[config.mk]
export PLATFORM = sky130hd
export DESIGN_NAME = muldiv_unit
export DESIGN_NICKNAME = d
export VERILOG_FILES = /design/src/rtl/muldiv_unit_pkg.sv /design/src/rtl/muldiv_unit_md_sign_fix.sv /design/src/rtl/muldiv_unit.sv
export SDC_FILE = /design/constraint.sdc
export NUM_CORES = 1
export LEC_CHECK = 0
export CAP_MARGIN = 5
export CORE_MARGIN = 1
export CORE_UTILIZATION = 50
export DETAILED_ROUTE_END_ITERATION = 7
export PLACE_DENSITY_LB_ADDON = 0.25
export SLEW_MARGIN = 15
export SYNTH_ARGS = -nofsm -noshare
export SYNTH_HDL_FRONTEND = slang
export SYNTH_HIERARCHICAL = 1
export SYNTH_SLANG_ARGS = --single-unit
[constraint.sdc]
create_clock -name clk -period 6.28 [get_ports clk]
set_clock_uncertainty 0.1 [all_clocks]
set_input_delay 0.942 -clock clk [delete_from_list [all_inputs] [get_ports clk]]
set_output_delay 0.942 -clock clk [all_outputs]
set_load 0.03 [all_outputs]
[src/rtl/muldiv_unit_pkg.sv]
// Shared op codes, state encoding and op-decoding helpers for muldiv_unit.
package muldiv_unit_pkg;

  localparam logic [1:0] MD_MULT  = 2'b00;
  localparam logic [1:0] MD_MULTU = 2'b01;
  localparam logic [1:0] MD_DIV   = 2'b10;
  localparam logic [1:0] MD_DIVU  = 2'b11;

  typedef enum logic [1:0] {
    MD_IDLE = 2'd0,
    MD_CALC = 2'd1,
    MD_DONE = 2'd2
  } md_state_e;

  function automatic logic md_is_mul(input logic [1:0] op);
    return (op == MD_MULT) || (op == MD_MULTU);
  endfunction

  function automatic logic md_is_signed(input logic [1:0] op);
    return (op == MD_MULT) || (op == MD_DIV);
  endfunction

  function automatic logic md_is_divu(input logic [1:0] op);
    return op == MD_DIVU;
  endfunction

endpackage

[src/rtl/muldiv_unit_md_sign_fix.sv]
// Conditional two's-complement negation: operand magnitudes on entry,
// product / quotient / remainder sign restoration on exit.
module md_sign_fix #(
  parameter int W = 32
) (
  input  logic         wide_i,
  input  logic         neg_hi_i,
  input  logic         neg_lo_i,
  input  logic [W-1:0] hi_i,
  input  logic [W-1:0] lo_i,
  output logic [W-1:0] hi_o,
  output logic [W-1:0] lo_o
);

  logic [2*W-1:0] cat;
  logic [2*W-1:0] cat_neg;

  // wide_i: {hi,lo} is a single 2W value negated under neg_lo_i.
  always_comb begin
    cat     = {hi_i, lo_i};
    cat_neg = '0 - cat;
    hi_o    = hi_i;
    lo_o    = lo_i;
    if (wide_i) begin
      if (neg_lo_i) begin
        hi_o = cat_neg[2*W-1:W];
        lo_o = cat_neg[W-1:0];
      end
    end else begin
      if (neg_hi_i) hi_o = '0 - hi_i;
      if (neg_lo_i) lo_o = '0 - lo_i;
    end
  end

endmodule

[src/rtl/muldiv_unit.sv]
// Multi-cycle MULT/MULTU/DIV/DIVU unit producing {hi, lo} for HILO.
// Optional MULDIV_FAST_MUL_EN: multiplies finish in one cycle on the native multiplier.
module muldiv_unit
  import muldiv_unit_pkg::*;
#(
  parameter int DATA_W = 32,
  parameter int ITER   = DATA_W
) (
  input  logic              clk,
  input  logic              rst,
  input  logic              start,
  input  logic [1:0]        md_op,
  input  logic [DATA_W-1:0] num1,
  input  logic [DATA_W-1:0] num2,
  input  logic              flush,
  output logic              stall,
  output logic              result_valid,
  output logic [DATA_W-1:0] hi,
  output logic [DATA_W-1:0] lo,
  output logic              busy
);

  localparam int CNT_W = (ITER > 1) ? $clog2(ITER) : 1;
  localparam logic [CNT_W-1:0] CNT_LAST = CNT_W'(ITER - 1);

  md_state_e           state_q;
  logic [CNT_W-1:0]    cnt_q;
  logic                mul_q;
  logic [2*DATA_W-1:0] acc_q;
  logic [DATA_W-1:0]   opnd_q;
  logic                neg_q_q;
  logic                neg_r_q;
  logic [DATA_W-1:0]   hi_q;
  logic [DATA_W-1:0]   lo_q;
  logic                valid_q;
  logic                busy_q;

  logic                in_signed;
  logic [DATA_W-1:0]   mag1;
  logic [DATA_W-1:0]   mag2;
  logic [DATA_W:0]     mul_sum;
  logic [DATA_W:0]     div_shift;
  logic [DATA_W:0]     div_diff;
  logic                div_ok;
  logic [DATA_W-1:0]   rem_d;
  logic [2*DATA_W-1:0] acc_d;
  logic                div_zero;
  logic [DATA_W-1:0]   res_hi;
  logic [DATA_W-1:0]   res_lo;

  assign in_signed = md_is_signed(md_op);

  md_sign_fix #(.W(DATA_W)) u_fix_in (
    .wide_i   (1'b0),
    .neg_hi_i (in_signed & num1[DATA_W-1]),
    .neg_lo_i (in_signed & num2[DATA_W-1]),
    .hi_i     (num1),
    .lo_i     (num2),
    .hi_o     (mag1),
    .lo_o     (mag2)
  );

  // acc_q = {partial product, multiplier} or {remainder, dividend/quotient}
  always_comb begin
    mul_sum   = {1'b0, acc_q[2*DATA_W-1:DATA_W]} + (acc_q[0] ? {1'b0, opnd_q} : '0);
    div_shift = {acc_q[2*DATA_W-1:DATA_W], acc_q[DATA_W-1]};
    div_diff  = div_shift - {1'b0, opnd_q};
    div_ok    = ~div_diff[DATA_W];
    rem_d     = div_ok ? div_diff[DATA_W-1:0] : div_shift[DATA_W-1:0];
    if (mul_q) acc_d = {mul_sum, acc_q[DATA_W-1:1]};
    else       acc_d = {rem_d, acc_q[DATA_W-2:0], div_ok};
  end

  // Zero divisor yields all-ones quotient; remainder sign fix restores num1.
  assign div_zero = ~mul_q & (opnd_q == '0);

  md_sign_fix #(.W(DATA_W)) u_fix_out (
    .wide_i   (mul_q),
    .neg_hi_i (neg_r_q),
    .neg_lo_i (neg_q_q & ~div_zero),
    .hi_i     (acc_d[2*DATA_W-1:DATA_W]),
    .lo_i     (acc_d[DATA_W-1:0]),
    .hi_o     (res_hi),
    .lo_o     (res_lo)
  );

`ifdef MULDIV_FAST_MUL_EN
  logic [2*DATA_W-1:0] fast_prod;

  always_comb begin
    if (in_signed)
      fast_prod = $signed({{DATA_W{num1[DATA_W-1]}}, num1}) *
                  $signed({{DATA_W{num2[DATA_W-1]}}, num2});
    else
      fast_prod = {{DATA_W{1'b0}}, num1} * {{DATA_W{1'b0}}, num2};
  end
`endif

  always_ff @(posedge clk or posedge rst) begin
    if (rst) begin
      state_q <= MD_IDLE;
      cnt_q   <= '0;
      mul_q   <= 1'b0;
      acc_q   <= '0;
      opnd_q  <= '0;
      neg_q_q <= 1'b0;
      neg_r_q <= 1'b0;
      hi_q    <= '0;
      lo_q    <= '0;
      valid_q <= 1'b0;
      busy_q  <= 1'b0;
    end else begin
      valid_q <= 1'b0;
      case (state_q)
        MD_IDLE: begin
          if (start && !flush) begin
            mul_q   <= md_is_mul(md_op);
            cnt_q   <= '0;
            neg_q_q <= in_signed & (num1[DATA_W-1] ^ num2[DATA_W-1]);
            neg_r_q <= in_signed & num1[DATA_W-1];
            busy_q  <= 1'b1;
            if (md_is_mul(md_op)) begin
              acc_q  <= {{DATA_W{1'b0}}, mag2};
              opnd_q <= mag1;
            end else begin
              acc_q  <= {{DATA_W{1'b0}}, mag1};
              opnd_q <= mag2;
            end
`ifdef MULDIV_FAST_MUL_EN
            if (md_is_mul(md_op)) begin
              hi_q    <= fast_prod[2*DATA_W-1:DATA_W];
              lo_q    <= fast_prod[DATA_W-1:0];
              valid_q <= 1'b1;
              state_q <= MD_DONE;
            end else begin
              state_q <= MD_CALC;
            end
`else
            state_q <= MD_CALC;
`endif
          end
        end
        MD_CALC: begin
          if (flush) begin
            state_q <= MD_IDLE;
            busy_q  <= 1'b0;
          end else begin
            acc_q <= acc_d;
            cnt_q <= cnt_q + 1'b1;
            if (cnt_q == CNT_LAST) begin
              hi_q    <= res_hi;
              lo_q    <= res_lo;
              valid_q <= 1'b1;
              state_q <= MD_DONE;
            end
          end
        end
        MD_DONE: begin
          state_q <= MD_IDLE;
          busy_q  <= 1'b0;
        end
        default: begin
          state_q <= MD_IDLE;
          busy_q  <= 1'b0;
        end
      endcase
    end
  end

  assign stall        = ((state_q == MD_IDLE) & start & ~flush) | (state_q == MD_CALC);
  assign result_valid = valid_q;
  assign hi           = hi_q;
  assign lo           = lo_q;
  assign busy         = busy_q;

endmodule

## Word level (Yosys, flattened, before mapping)

Index checks and enable logic that the tools add are counted.

- Input port bits: 70
- Register bits after elaboration: 172
- Output and inout bits: 67

- Add/sub/neg operators: 8
- Muxes and demuxes: 29
- Reductions and logical operators: 13
- Eq/ne operators: 8
- Bitwise operators: 13

Operator list:

| kind | number |
|---|---|
| $mux W32 | 12 |
| $mux W64 | 3 |
| $pmux W64 S2 | 1 |
| $sub A1 B32 Y32 const A | 4 |
| $sub A1 B64 Y64 const A | 1 |
| $add A32 B32 Y33 | 1 |
| $sub A33 B32 Y33 | 1 |
| $logic_not A32 Y1 | 1 |
| $mux W5 | 2 |
| $pmux W5 S2 | 1 |
| $and A1 B1 Y1 | 7 |
| $mux W2 | 3 |
| $ne A2 B2 Y1 const B | 3 |
| $reduce_and A2 Y1 | 3 |
| $reduce_and A3 Y1 | 2 |
| $add A5 B1 Y5 const B | 1 |
| $eq A5 B5 Y1 const B | 1 |
| $mux W1 | 5 |
| $eq A2 B1 Y1 const B | 2 |
| $logic_not A2 Y1 | 2 |
| $not A1 Y1 | 4 |
| $pmux W2 S2 | 1 |
| $ne A3 B3 Y1 const B | 1 |
| $eq A2 B2 Y1 const B | 1 |
| other kinds (7) | 8 |

## Logic depth before layout (Yosys ltp)

- Depth after elaboration: 7
- Depth in mapped cells: 23
- Mapped depth without buffers: 22

## Modules after synthesis

Netlist, hierarchy kept.

By module, submodules not included:

| module | cells an instance | area an instance (um^2) | instances | seq. area each (um^2) |
|---|---|---|---|---|
| muldiv_unit | 1275 | 12084.1 | 1 | 4304.1 |
| md_sign_fix | 260 | 1702.9 | 2 | 0.0 |

## Worst setup path before layout

Ideal clock, no wire load.

- Kind: register to register
- Start: reg acc_q[31]
- End: reg hi_q[22] (netlist: hi[22])
- Buffers on the path: 3
- Data required time: 6.055 ns
- Data arrival time: 5.043 ns
- Stages on the path, launching flop included: 24
- Library setup time: 0.125 ns
- Period minus slack after synthesis: 5.268 ns
- Slack: 1.012 ns
- Path through: dfrtp_1 > inv_1 > ha_1 > inv_1 > fa_1 > a211oi_2 > o21ai_2 > o211ai_2 > a21oi_1 > nor3b_4 > xor2_1 > buf_4 > o21ai_1 > inv_1 > ha_1 > or3b_2 > or4_1 > clkbuf_1 > or4_4 > o21ai_2 > buf_4 > o21ai_0 > xor2_1 > mux2_2

- Word-level cells in the longest chain between the ends: 6
- Elaborated cells between the ends (all ways): 9
- Classes of those cells: 3 x add/sub; 5 x mux; 1 x bitwise

Ends and longest elaborated chain:

| item | RTL line | text |
|---|---|---|
| from (decl) | muldiv_unit.sv:29 | `logic [2*DATA_W-1:0] acc_q;` |
| from (signal assigned) | muldiv_unit.sv:123 | `acc_q <= {{DATA_W{1'b0}}, mag2};` |
| from (signal assigned) | muldiv_unit.sv:126 | `acc_q <= {{DATA_W{1'b0}}, mag1};` |
| $sub A33 B32 Y33 | muldiv_unit.sv:67 | `div_diff = div_shift - {1'b0, opnd_q};` |
| $not A1 Y1 | muldiv_unit.sv:68 | `div_ok = ~div_diff[DATA_W];` |
| $mux W64 | muldiv_unit.sv:70 | `if (mul_q) acc_d = {mul_sum, acc_q[DATA_W-1:1]};` |
| named net acc_d[0] | muldiv_unit.sv:46 | `logic [2*DATA_W-1:0] acc_d;` |
| $sub A1 B64 Y64 | muldiv_unit_md_sign_fix.sv:21 | `cat_neg = '0 - cat;` |
| $mux W32 | muldiv_unit_md_sign_fix.sv:25 | `if (neg_lo_i) begin` |
| $mux W32 | muldiv_unit_md_sign_fix.sv:24 | `if (wide_i) begin` |
| named net res_hi[22] | muldiv_unit.sv:48 | `logic [DATA_W-1:0] res_hi;` |
| to (signal assigned) | muldiv_unit.sv:151 | `hi_q <= res_hi;` |
| to (decl) | muldiv_unit.sv:33 | `logic [DATA_W-1:0] hi_q;` |

The timed path passes the listed nets, and every way through them passes these cells.
A chain may end at the register's enable or synchronous reset.

## Worst setup path after layout

- Start: reg opnd_q[24]
- End: reg hi_q[30] (netlist: hi[30])

- Word-level cells in the longest chain between the ends: 6
- Elaborated cells between the ends (all ways): 15
- Classes of those cells: 4 x add/sub; 6 x mux; 4 x bitwise; 1 x reduce/logical

Ends and longest elaborated chain:

| item | RTL line | text |
|---|---|---|
| from (decl) | muldiv_unit.sv:30 | `logic [DATA_W-1:0] opnd_q;` |
| from (signal assigned) | muldiv_unit.sv:124 | `opnd_q <= mag1;` |
| from (signal assigned) | muldiv_unit.sv:127 | `opnd_q <= mag2;` |
| $sub A33 B32 Y33 * | muldiv_unit.sv:67 |  |
| $mux W32 * | muldiv_unit.sv:69 | `rem_d = div_ok ? div_diff[DATA_W-1:0] : div_shift[DATA_W-1:0];` |
| $mux W64 * | muldiv_unit.sv:70 |  |
| named net acc_d[40] | muldiv_unit.sv:46 |  |
| $sub A1 B64 Y64 / $sub A1 B32 Y32 (equally long branches) | muldiv_unit_md_sign_fix.sv:21, muldiv_unit_md_sign_fix.sv:30 |  |
| $mux W32 (on tied branches) | muldiv_unit_md_sign_fix.sv:25, muldiv_unit_md_sign_fix.sv:30 |  |
| $mux W32 * | muldiv_unit_md_sign_fix.sv:24 |  |
| named net res_hi[30] | muldiv_unit.sv:48 |  |

The timed path passes the listed nets; every way through them passes the cells marked *.

==> metrics.md <==
| Metric | Value |
|---|---|
| Status | `complete, no violations` |
| CTS tree | `done` |
| Area of the mapped netlist | `0.01549 mm2` |
| Layout cell share with drive strength beyond 1 | `0.1104` |
| Root buffer cell | `clkbuf_16` |
| Rel. slew slack | `0.3340` |
| Synth async-reset ratio | `1.000` |
| Initial Util | `0.5077` |
| Max rail drop VDD | `0.0002685 V` |
| 1st-pass router iterations | `5` |
| CP Cell Sequence | `inv_1 > ha_1 > nand4_1 > nor3_1 > nand3_1 > a21oi_1 > nor3b_4 > buf_4 > xnor2_4 > mux2i_1 > o21ai_1 > or4_1 > nor3_1 > nand3_1 > nor3_4 > mux2i_1 > a221oi_1 > mux2_2` |
| Min Tclk post-route | `5.919 ns` |
| HP Class | `flop to flop` |
| Iteration-0 DRC Markers | `1244` |
| Clock sink total | `172` |
| GP Congestion | `0.9888` |
| Core ar. | `0.03051 mm2` |
| Routed Antenna Nets | `0` |
| Syn Inst Count | `1795` |
| Num rows | `64` |
| DPL Wire Length | `39300 um` |
| Worst Setup End Kind | `flop` |
| Final TNS setup | `0 ns` |
| CP Class | `flop to flop` |
| Setup crit start kind | `flop` |
| Die Span Y | `178.0 um` |
| Largest stage delay, worst path | `0.61 ns` |
| Reg2reg setup slack | `0.36 ns` |
| Commonest register cell after synthesis | `dfrtp_1` |
| Post-synth EDFFs | `0` |
| Clk slew on worst S/H paths | `0.08 ns` |
| Detail-routed net length per standard cell | `21.92 um` |
| Die area | `0.03169 mm2` |
| Flops & latches, synth | `172` |
| DR vias | `14363` |
| Largest net degree at the start of global routing | `103` |
| PD cells | `438.4 mW/mm2` |
| Peak fanout along the critical path | `11` |
| Slowest stage cell, crit path | `or4_1` |
| # nets final | `2040` |
| Final hold vios | `0` |
| Worst EP required | `6.52 ns` |
| Max H-tree Level | `4` |
| Gr ovfl total | `0` |
| Leak | `7.867 nW` |
| Via density | `6.226` |
| Reg2Reg Capture Point | `hi[30]$_DFFE_PP0P_` |
| Max-cap violation count | `0` |
| # IOs | `137` |
| GRT Total Usage | `0.3237` |
| Overall power | `7.841 mW` |
| Worst hold endpoint | `lo[29]$_DFFE_PP0P_` |
| YS warnings | `6` |
| Register area share after synthesis | `0.2779` |
| First-pass GRT wire length | `78750 um` |
| Critical path data arrival time | `6.16 ns` |
| Die span in x | `178.0 um` |
| Worst skew pair latency | `0.45 ns` |
| Setup violators final | `0` |
| Synth cell types | `79` |
| Initial antenna violation count | `0` |
| Cts hold-fix bufs | `0` |
| Layout Cells excl Fill | `2307` |
| Placed insts | `2272` |
| Final Max Tran Viols | `0` |
| Residual DRC | `0` |
| Average cell area after synthesis | `8.629 um2` |
| Hold path depth | `1` |
| Diode count | `0` |
| CTS max path bufs | `2` |
| Slew at the pin closest to its max-slew limit | `0.9991 ns` |
| PortBufs | `136` |
| Vias in the first global route | `13689` |
| Max Clk Rate | `0.1690 GHz` |
| Reg2Reg Depth | `18` |
| Hold Startpoint | `lo[29]$_DFFE_PP0P_` |
| Area Growth Syn to Fin | `15.47%` |
| Period utilisation layout | `0.9425` |
| Drt total wl | `50570 um` |
| CTS Buf Count | `17` |
| R2R Path Start | `opnd_q[24]$_DFFE_PP0P_` |
| RSZ-0062 raised after global routing | `false` |
worst max-delay path: cells and delay by family (launching register included):
family / cells / cell delay [ns]
AND/OR/NAND/NOR: 8 / 2.83
multiplexers: 3 / 0.83
XOR/XNOR: 1 / 0.54
flip-flops: 1 / 0.47
adder cells (fa/ha/maj): 1 / 0.41
AO/OA/AOI/OAI: 3 / 0.37
buffers and inverters: 2 / 0.23
routing by layer:
layer	routed length, um	global-route usage	vias up
li1	-	-	6813
met1	22490	0.4451	6895
met2	23050	0.5113	566
met3	3159	0.04305	89
met4	1872	0.1307	0
met5	0	0	-
worst max path at each step:
stage                                      start              endpoint  slack (ns)
after global routing      opnd_q[24]$_DFFE_PP0P_    hi[30]$_DFFE_PP0P_        0.08
after CTS                   acc_q[0]$_DFFE_PP0P_    hi[30]$_DFFE_PP0P_        0.23
final                     opnd_q[24]$_DFFE_PP0P_    hi[30]$_DFFE_PP0P_        0.36
after global placement    opnd_q[24]$_DFFE_PP0P_    hi[30]$_DFFE_PP0P_        0.30
after detailed placement    acc_q[0]$_DFFE_PP0P_    hi[30]$_DFFE_PP0P_        0.25
after floorplan                              rst  acc_q[0]$_DFFE_PP0P_        0.58
where the power goes:
group / switching (mW) / internal, mW
Sequential: 0.301 / 1.30
Clock: 0.526 / 0.571
Combinational: 3.16 / 1.98
Total: 3.99 / 3.85
final cells by class:
type,count,area [um2]
multi-input cells,1482,10640
well taps,396,495.5
inverters,53,203.9
clock buffers,18,429.2
repair buffers,172,1629
flip-flops and latches,172,4307
fillers,2777,12620
clock inverters,14,177.7
synth_stat cells (30+ instances only):
master    count  area share
nor4_1       30       0.012
nor2_1      111       0.027
and2_1       45       0.018
nor3_1       49       0.016
a221o_1      32       0.021
mux2i_1      90       0.058
a21o_1       32       0.016
clkbuf_1     61       0.015
xor2_1       65       0.037
inv_1        53       0.013
ha_1         70       0.057
o21ai_0     122       0.039
nand2_1     161       0.039
xnor2_1     113       0.064
dfrtp_1     172        0.28
a21oi_1      86       0.028
mux2_2       96       0.070
layout by cell type (no fill, tap or decap), drive strengths merged, types with 10 or more instances in the layout:
master	instances
a211oi	14
a21o	32
a21oi	87
a221o	32
a22o	21
a31oi	26
and2	45
and3	13
buf	37
clkbuf	18
clkdlybuf4s50	135
dfrtp	172
ha	70
inv	58
mux2	96
mux2i	90
nand2	161
nand2b	21
nand3	21
nand4	17
nor2	111
nor2b	10
nor3	53
nor4	30
o211ai	13
o21a	12
o21ai	146
o31ai	27
or3	25
or4	23
xnor2	115
xor2	65
logic make-up after synthesis:
| group | after synthesis | synth area share |
|---|---|---|
| adders and majority gates | 72 | 0.05913 |
| other | 1 | 0.0002421 |
| muxes | 186 | 0.1279 |
| buffers and inverters | 147 | 0.04047 |
| and+or+nand+nor | 551 | 0.1798 |
| AOI/OAI and AO/OA | 487 | 0.2121 |
| DFF | 172 | 0.2779 |
| xor gates and xnor gates | 179 | 0.1024 |
stage by stage:
stage	setup slack, ns	hold slack [ns]	area [um2]	utilization
after floorplan	0.5779	0.3489	15510	-
after global placement	0.2995	0.3903	17230	0.5646
after detailed placement	0.2521	0.3951	17230	0.5646
after CTS	0.2331	0.4120	17830	0.5845
after global routing	0.07532	0.4236	17890	0.5862
final	0.3613	0.4084	17890	0.5862
flip-flops by register name (all words and copies together) (netlist names), 2 cells and up:
name     cells
acc_q       64
cnt_q        5
hi          32
lo          32
opnd_q      32
state_q      2
repair_timing:
action	4_1_cts	5_1_grt
endpoints found under the setup margin	0	12
gates resized for setup	0	4
buffers inserted	0	2
(Power assumes the default switching activity.)
